==> config.mk <==
export PLATFORM = sky130hd
export DESIGN_NAME = apb_master
export DESIGN_NICKNAME = d
export VERILOG_FILES = /design/src/rtl/apb_pkg.sv /design/src/rtl/apb_master.sv
export SDC_FILE = /design/constraint.sdc
export NUM_CORES = 1
export LEC_CHECK = 0
export BUFFER_PORTS_ARGS = -buffer_cell sky130_fd_sc_hd__buf_4
export CAP_MARGIN = 5
export CORE_MARGIN = 3
export CORE_UTILIZATION = 45
export DETAILED_ROUTE_END_ITERATION = 7
export PLACE_DENSITY = 0.9
export SYNTH_ARGS = -nofsm -noshare
export SYNTH_HDL_FRONTEND = slang
export SYNTH_SLANG_ARGS = --single-unit
==> constraint.sdc <==
create_clock -name PCLK -period 2.4 [get_ports PCLK]
set_input_delay 0.24 -clock PCLK [delete_from_list [all_inputs] [get_ports PCLK]]
set_output_delay 0.24 -clock PCLK [all_outputs]
set_load 0.01 [all_outputs]
==> src/rtl/apb_pkg.sv <==
// Shared APB definitions: FSM state encoding, default bus widths and
// bit positions of the packed response flags.
package apb_pkg;

    localparam int APB_ADDRW = 32;
    localparam int APB_DATAW = 32;

    localparam int RSP_ERR_BIT     = 0;
    localparam int RSP_TIMEOUT_BIT = 1;
    localparam int RSP_FLAGS_W     = 2;

    typedef enum logic [1:0] {
        ST_IDLE   = 2'd0,
        ST_SETUP  = 2'd1,
        ST_ACCESS = 2'd2,
        ST_RESP   = 2'd3
    } apb_state_e;

endpackage

==> src/rtl/apb_master.sv <==
// APB requester: one valid/ready command becomes one SETUP+ACCESS transfer,
// with PREADY wait states, optional timeout and a held valid/ready response.
module apb_master
    import apb_pkg::*;
#(
    parameter int ADDRW   = APB_ADDRW,
    parameter int DATAW   = APB_DATAW,
    parameter int TIMEOUT = 16
) (
    input  logic             PCLK,
    input  logic             PRESETn,

    input  logic             cmd_valid,
    output logic             cmd_ready,
    input  logic             cmd_write,
    input  logic [ADDRW-1:0] cmd_addr,
    input  logic [DATAW-1:0] cmd_wdata,

    output logic             rsp_valid,
    input  logic             rsp_ready,
    output logic [DATAW-1:0] rsp_rdata,
    output logic             rsp_err,
    output logic             rsp_timeout,

    output logic [ADDRW-1:0] PADDR,
    output logic             PSEL,
    output logic             PENABLE,
    output logic             PWRITE,
    output logic [DATAW-1:0] PWDATA,
    input  logic             PREADY,
    input  logic [DATAW-1:0] PRDATA,
    input  logic             PSLVERR
);

    localparam int            CW       = (TIMEOUT > 0) ? $clog2(TIMEOUT + 1) : 1;
    localparam bit            TO_EN    = (TIMEOUT != 0);
    localparam logic [CW-1:0] CNT_LAST = CW'((TIMEOUT > 0) ? TIMEOUT - 1 : 0);

    apb_state_e               state, state_d;
    logic [CW-1:0]            cnt;
    logic [RSP_FLAGS_W-1:0]   flags;
    logic                     accept, done, abort;

    always_ff @(posedge PCLK or negedge PRESETn) begin
        if (!PRESETn) state <= ST_IDLE;
        else          state <= state_d;
    end

    always_comb begin
        state_d = state;
        accept  = 1'b0;
        done    = 1'b0;
        abort   = 1'b0;
        case (state)
            ST_IDLE: begin
                if (cmd_valid) begin
                    accept  = 1'b1;
                    state_d = ST_SETUP;
                end
            end
            ST_SETUP: state_d = ST_ACCESS;
            ST_ACCESS: begin
                // Completion on the last counted cycle takes priority over abort.
                if (PREADY) begin
                    done    = 1'b1;
                    state_d = ST_RESP;
                end else if (TO_EN && cnt == CNT_LAST) begin
                    abort   = 1'b1;
                    state_d = ST_RESP;
                end
            end
            ST_RESP: begin
                if (rsp_ready) state_d = ST_IDLE;
            end
            default: state_d = ST_IDLE;
        endcase
    end

    assign cmd_ready = (state == ST_IDLE);

    always_ff @(posedge PCLK or negedge PRESETn) begin
        if (!PRESETn) begin
            PADDR   <= '0;
            PWRITE  <= 1'b0;
            PWDATA  <= '0;
            PSEL    <= 1'b0;
            PENABLE <= 1'b0;
        end else begin
            if (accept) begin
                PADDR   <= cmd_addr;
                PWRITE  <= cmd_write;
                if (cmd_write) PWDATA <= cmd_wdata;
                PSEL    <= 1'b1;
                PENABLE <= 1'b0;
            end
            if (state == ST_SETUP) PENABLE <= 1'b1;
            if (done || abort) begin
                PSEL    <= 1'b0;
                PENABLE <= 1'b0;
            end
        end
    end

    always_ff @(posedge PCLK or negedge PRESETn) begin
        if (!PRESETn) begin
            cnt <= '0;
        end else if (state == ST_SETUP) begin
            cnt <= '0;
        end else if (state == ST_ACCESS && !PREADY && TO_EN) begin
            cnt <= cnt + CW'(1);
        end
    end

    always_ff @(posedge PCLK or negedge PRESETn) begin
        if (!PRESETn) begin
            rsp_valid <= 1'b0;
            rsp_rdata <= '0;
            flags     <= '0;
        end else begin
            if (done) begin
                rsp_rdata              <= PWRITE ? '0 : PRDATA;
                flags[RSP_ERR_BIT]     <= PSLVERR;
                flags[RSP_TIMEOUT_BIT] <= 1'b0;
                rsp_valid              <= 1'b1;
            end else if (abort) begin
                rsp_rdata              <= '0;
                flags[RSP_ERR_BIT]     <= 1'b1;
                flags[RSP_TIMEOUT_BIT] <= 1'b1;
                rsp_valid              <= 1'b1;
            end else if (state == ST_RESP && rsp_ready) begin
                rsp_valid <= 1'b0;
            end
        end
    end

    assign rsp_err     = flags[RSP_ERR_BIT];
    assign rsp_timeout = flags[RSP_TIMEOUT_BIT];

endmodule
==> impl_metrics.csv <==
group,metric,value,unit
timing,rsz0062_at_grt,"no",
critical_path,cp.arrival,2.15,ns
flow_run,cap_violations,0,
critical_path,required,2.63,ns
grt,grt_max_degree,56,
detailed_routing,wl,9.85,mm
final_layout,layout.cells.non_filler,590,
clock_tree,insertion_delay,0.34,ns
power_and_ir_drop,ir_worst_vdd,0.613,mV
grt,antenna_found_initial,0,
placement,dp.cells,575,
clock_tree,cts_hold_buf,1,
critical_path,worstSetupStartpointType,"flip-flop",
hold_path,holdPathStages,2,
synth,synth_largest_area_cell,"dfrtp_1",
final_layout,n_antenna_cell,0,
placement,port_buffers,205,
timing,setup_viol,0,
clock_tree,ctsResizeCount,0,
grt,grt_remaining_overflow,0,
grt,first_global_vias,3045,
critical_path,r2r_cells,6,
hold_path,worstHoldPathType,"input pin to flip-flop",
synth,netlist_area,4170,µm²
timing,period_needed,1.92,ns
detailed_routing,wl_per_cell,16.7,µm
power_and_ir_drop,pwr_density_cell,1270,nW/µm²
power_and_ir_drop,leakage,3.02,nW
timing,tightest_slew,0.533,ns
synth,ys_warn_count,0,
critical_path,cp_max_fo,20,
floorplan,start_util,0.471,
timing,fin_skew,0.0125,ns
timing,clock.fmax,0.520,GHz
detailed_routing,drc,0,
detailed_routing,vias,2958,
hold_path,hp-start,"cmd_wdata[17]",
clock_tree,cts_root_buffer,"clkbuf_8",
placement,dp_hpwl,7.62,mm
timing,post-route-period-util,0.802,
clock_tree,clock_sinks,109,
floorplan,num_rows,34,
detailed_routing,drt_iter0_markers,55,
critical_path,rr_startpoint,"state[0]$_DFFE_PN0P_",
placement,routabilityCongestion,0.756,
clock_tree,numCtsBuffers,9,
detailed_routing,drt.antenna.violating_nets,0,
grt,grt_usage,0.181,
final_layout,final_nets,589,
timing,timing.final.hold_violations,0,
clock_tree,cts-htree-levels,3,
final_layout,fillers,624,
critical_path,crit_type,"flip-flop to flip-flop",
floorplan,die_w,102,µm
floorplan,core,8850,µm²
critical_path,reg2reg_to,"PWDATA[26]$_DFFE_PN0P_",
timing,slew_viol_final,0,
clock_tree,cts_tree,"yes",
clock_tree,cts_setup_buffers,0,
clock_tree,cts.clk_slew.worst_paths,0.10,ns
clock_tree,clockBufferDepth,2,
synth,ys_ff_latch,109,
floorplan,die_y,102,µm
final_layout,syn2layout_area_growth,44.8,%
synth,synth_top_area_frac,0.654,
placement,dpl_cell_area,5820,µm²
floorplan,dieArea,10500,µm²
floorplan,io_pins,206,
critical_path,rrSetupSlack,0.48,ns
final_layout,drive_gt1_frac,0.548,
timing,setup-tns-final,0,ns
detailed_routing,vias_per_cell,5.01,
run_status,status,"completed",
hold_path,hold_end,"PWDATA[17]$_DFFE_PN0P_",
synth,syn_nets,381,
synth,synth.yosys.seq_area_share,0.654,
final_layout,final_area,6030,µm²
timing,slew_headroom,0.645,
synth,synth_cells,271,
synth,synthTopCellsByArea,"dfrtp_1 (65%), mux2_2 (9.5%), mux2_1 (8.4%)",
synth,netlist-cell-type-count,30,
grt,grt_first_pass_wirelength,14.8,mm
detailed_routing,dr.pass1.iters,4,
synth,synth_area_per_cell,15.4,µm²
critical_path,cp-end-kind,"flip-flop",
## layer usage
layer	routed length (µm)	vias to the layer above	GRT usage
li1	-	1384	-
met1	3980	1414	0.220
met2	4830	138	0.311
met3	817	22	0.0478
met4	229	0	0.0676
met5	0	-	0
## layout by cell type (no fill, tap or decap), types with 2 or more instances in the layout
master      synthesis  routed
nor2_1              8       7
mux2_2             35      35
mux2_1             31      31
buf_12              0       2
inv_1               7       7
a21oi_1             3       3
clkbuf_8            0       9
clkinvlp_4          0       2
buf_4               3     209
bufinv_16           0       2
ha_1                7       7
a22o_1             32      32
dfrtp_1           109     109
nand2_1             7       7
## stage by stage
step	util	worst slack (ns)	hold WS (ns)	total power [W]
after floorplan	-	0.641	-0.0556	0.00477
after global placement	0.658	0.547	0.245	0.00642
after detailed placement	0.658	0.472	0.252	0.00659
after CTS	0.682	0.469	0.0869	0.00774
after global routing	0.682	0.383	0.0836	0.00813
final	0.682	0.476	0.107	0.00764
## registers in the layout, summed over array words and instances, names as in the netlist
register and count:
PSEL 1, cnt 5, state 2, PADDR 32
rsp_valid 1, rsp_rdata 32, flags 2, PWRITE 1
PENABLE 1, PWDATA 32
## critical path: stages (launching register included)
cell	delay, ns
dfrtp_1	0.41
inv_1	0.10
ha_1	0.25
and2_1	0.20
nand2_2	0.29
buf_12	0.22
mux2_2	0.35
## power by group
part | switching (W) | total [W] | leakage [nW] | internal, W
logic | 0.00141 | 0.00331 | 1.60 | 0.00190
clock network | 0.000567 | 0.00114 | 0.0945 | 0.000578
registers | 0.000485 | 0.00318 | 1.33 | 0.00270
## layout make-up
class | instances | area, µm² | share of cell area
clock inverters | 4 | 75.1 | 0.0124
repair buffers | 212 | 1620 | 0.268
inverters | 7 | 26.3 | 0.00435
flip-flops and latches | 109 | 2730 | 0.452
multi-input cells | 140 | 1320 | 0.219
clock buffers | 10 | 128 | 0.0211
well taps | 108 | 135 | 0.0224
## cell usage after synthesis (all sizes together)
master / instances
inv: 7
o21ai: 1
a211oi: 1
nor2: 8
ha: 7
xnor2: 1
nor2b: 2
a2bb2oi: 1
and2: 1
dfrtp: 109
mux2i: 1
mux2: 66
and3: 1
nand3b: 1
xor2: 1
a22o: 32
clkbuf: 2
o21a: 1
nand2: 8
a222oi: 1
nand4: 1
a22oi: 1
buf: 13
a21oi: 3
a31o: 1
## cell families after synthesis
logic type	count (synthesis)	synth area share
AOI/OAI and AO/OA	42	0.0850
xor gates and xnor gates	2	0.00420
DFF	109	0.654
muxes	67	0.181
adders and majority gates	7	0.0210
buffers and inverters	22	0.0285
and+or+nand+nor	22	0.0261
## worst max-delay path by stage
stage | from | to | slack (ns) | depth (start not counted)
2_1_floorplan | state[0]$_DFFE_PN0P_ | PWDATA[0]$_DFFE_PN0P_ | 0.64 | 7
3_3_place_gp | state[0]$_DFFE_PN0P_ | PWDATA[24]$_DFFE_PN0P_ | 0.55 | 6
3_5_place_dp | state[0]$_DFFE_PN0P_ | PWDATA[20]$_DFFE_PN0P_ | 0.47 | 6
4_1_cts | state[0]$_DFFE_PN0P_ | PWDATA[20]$_DFFE_PN0P_ | 0.47 | 6
5_1_grt | state[1]$_DFFE_PN0P_ | PWDATA[20]$_DFFE_PN0P_ | 0.38 | 6
6_report | state[0]$_DFFE_PN0P_ | PWDATA[26]$_DFFE_PN0P_ | 0.48 | 6
(Power assumes the default switching activity.)
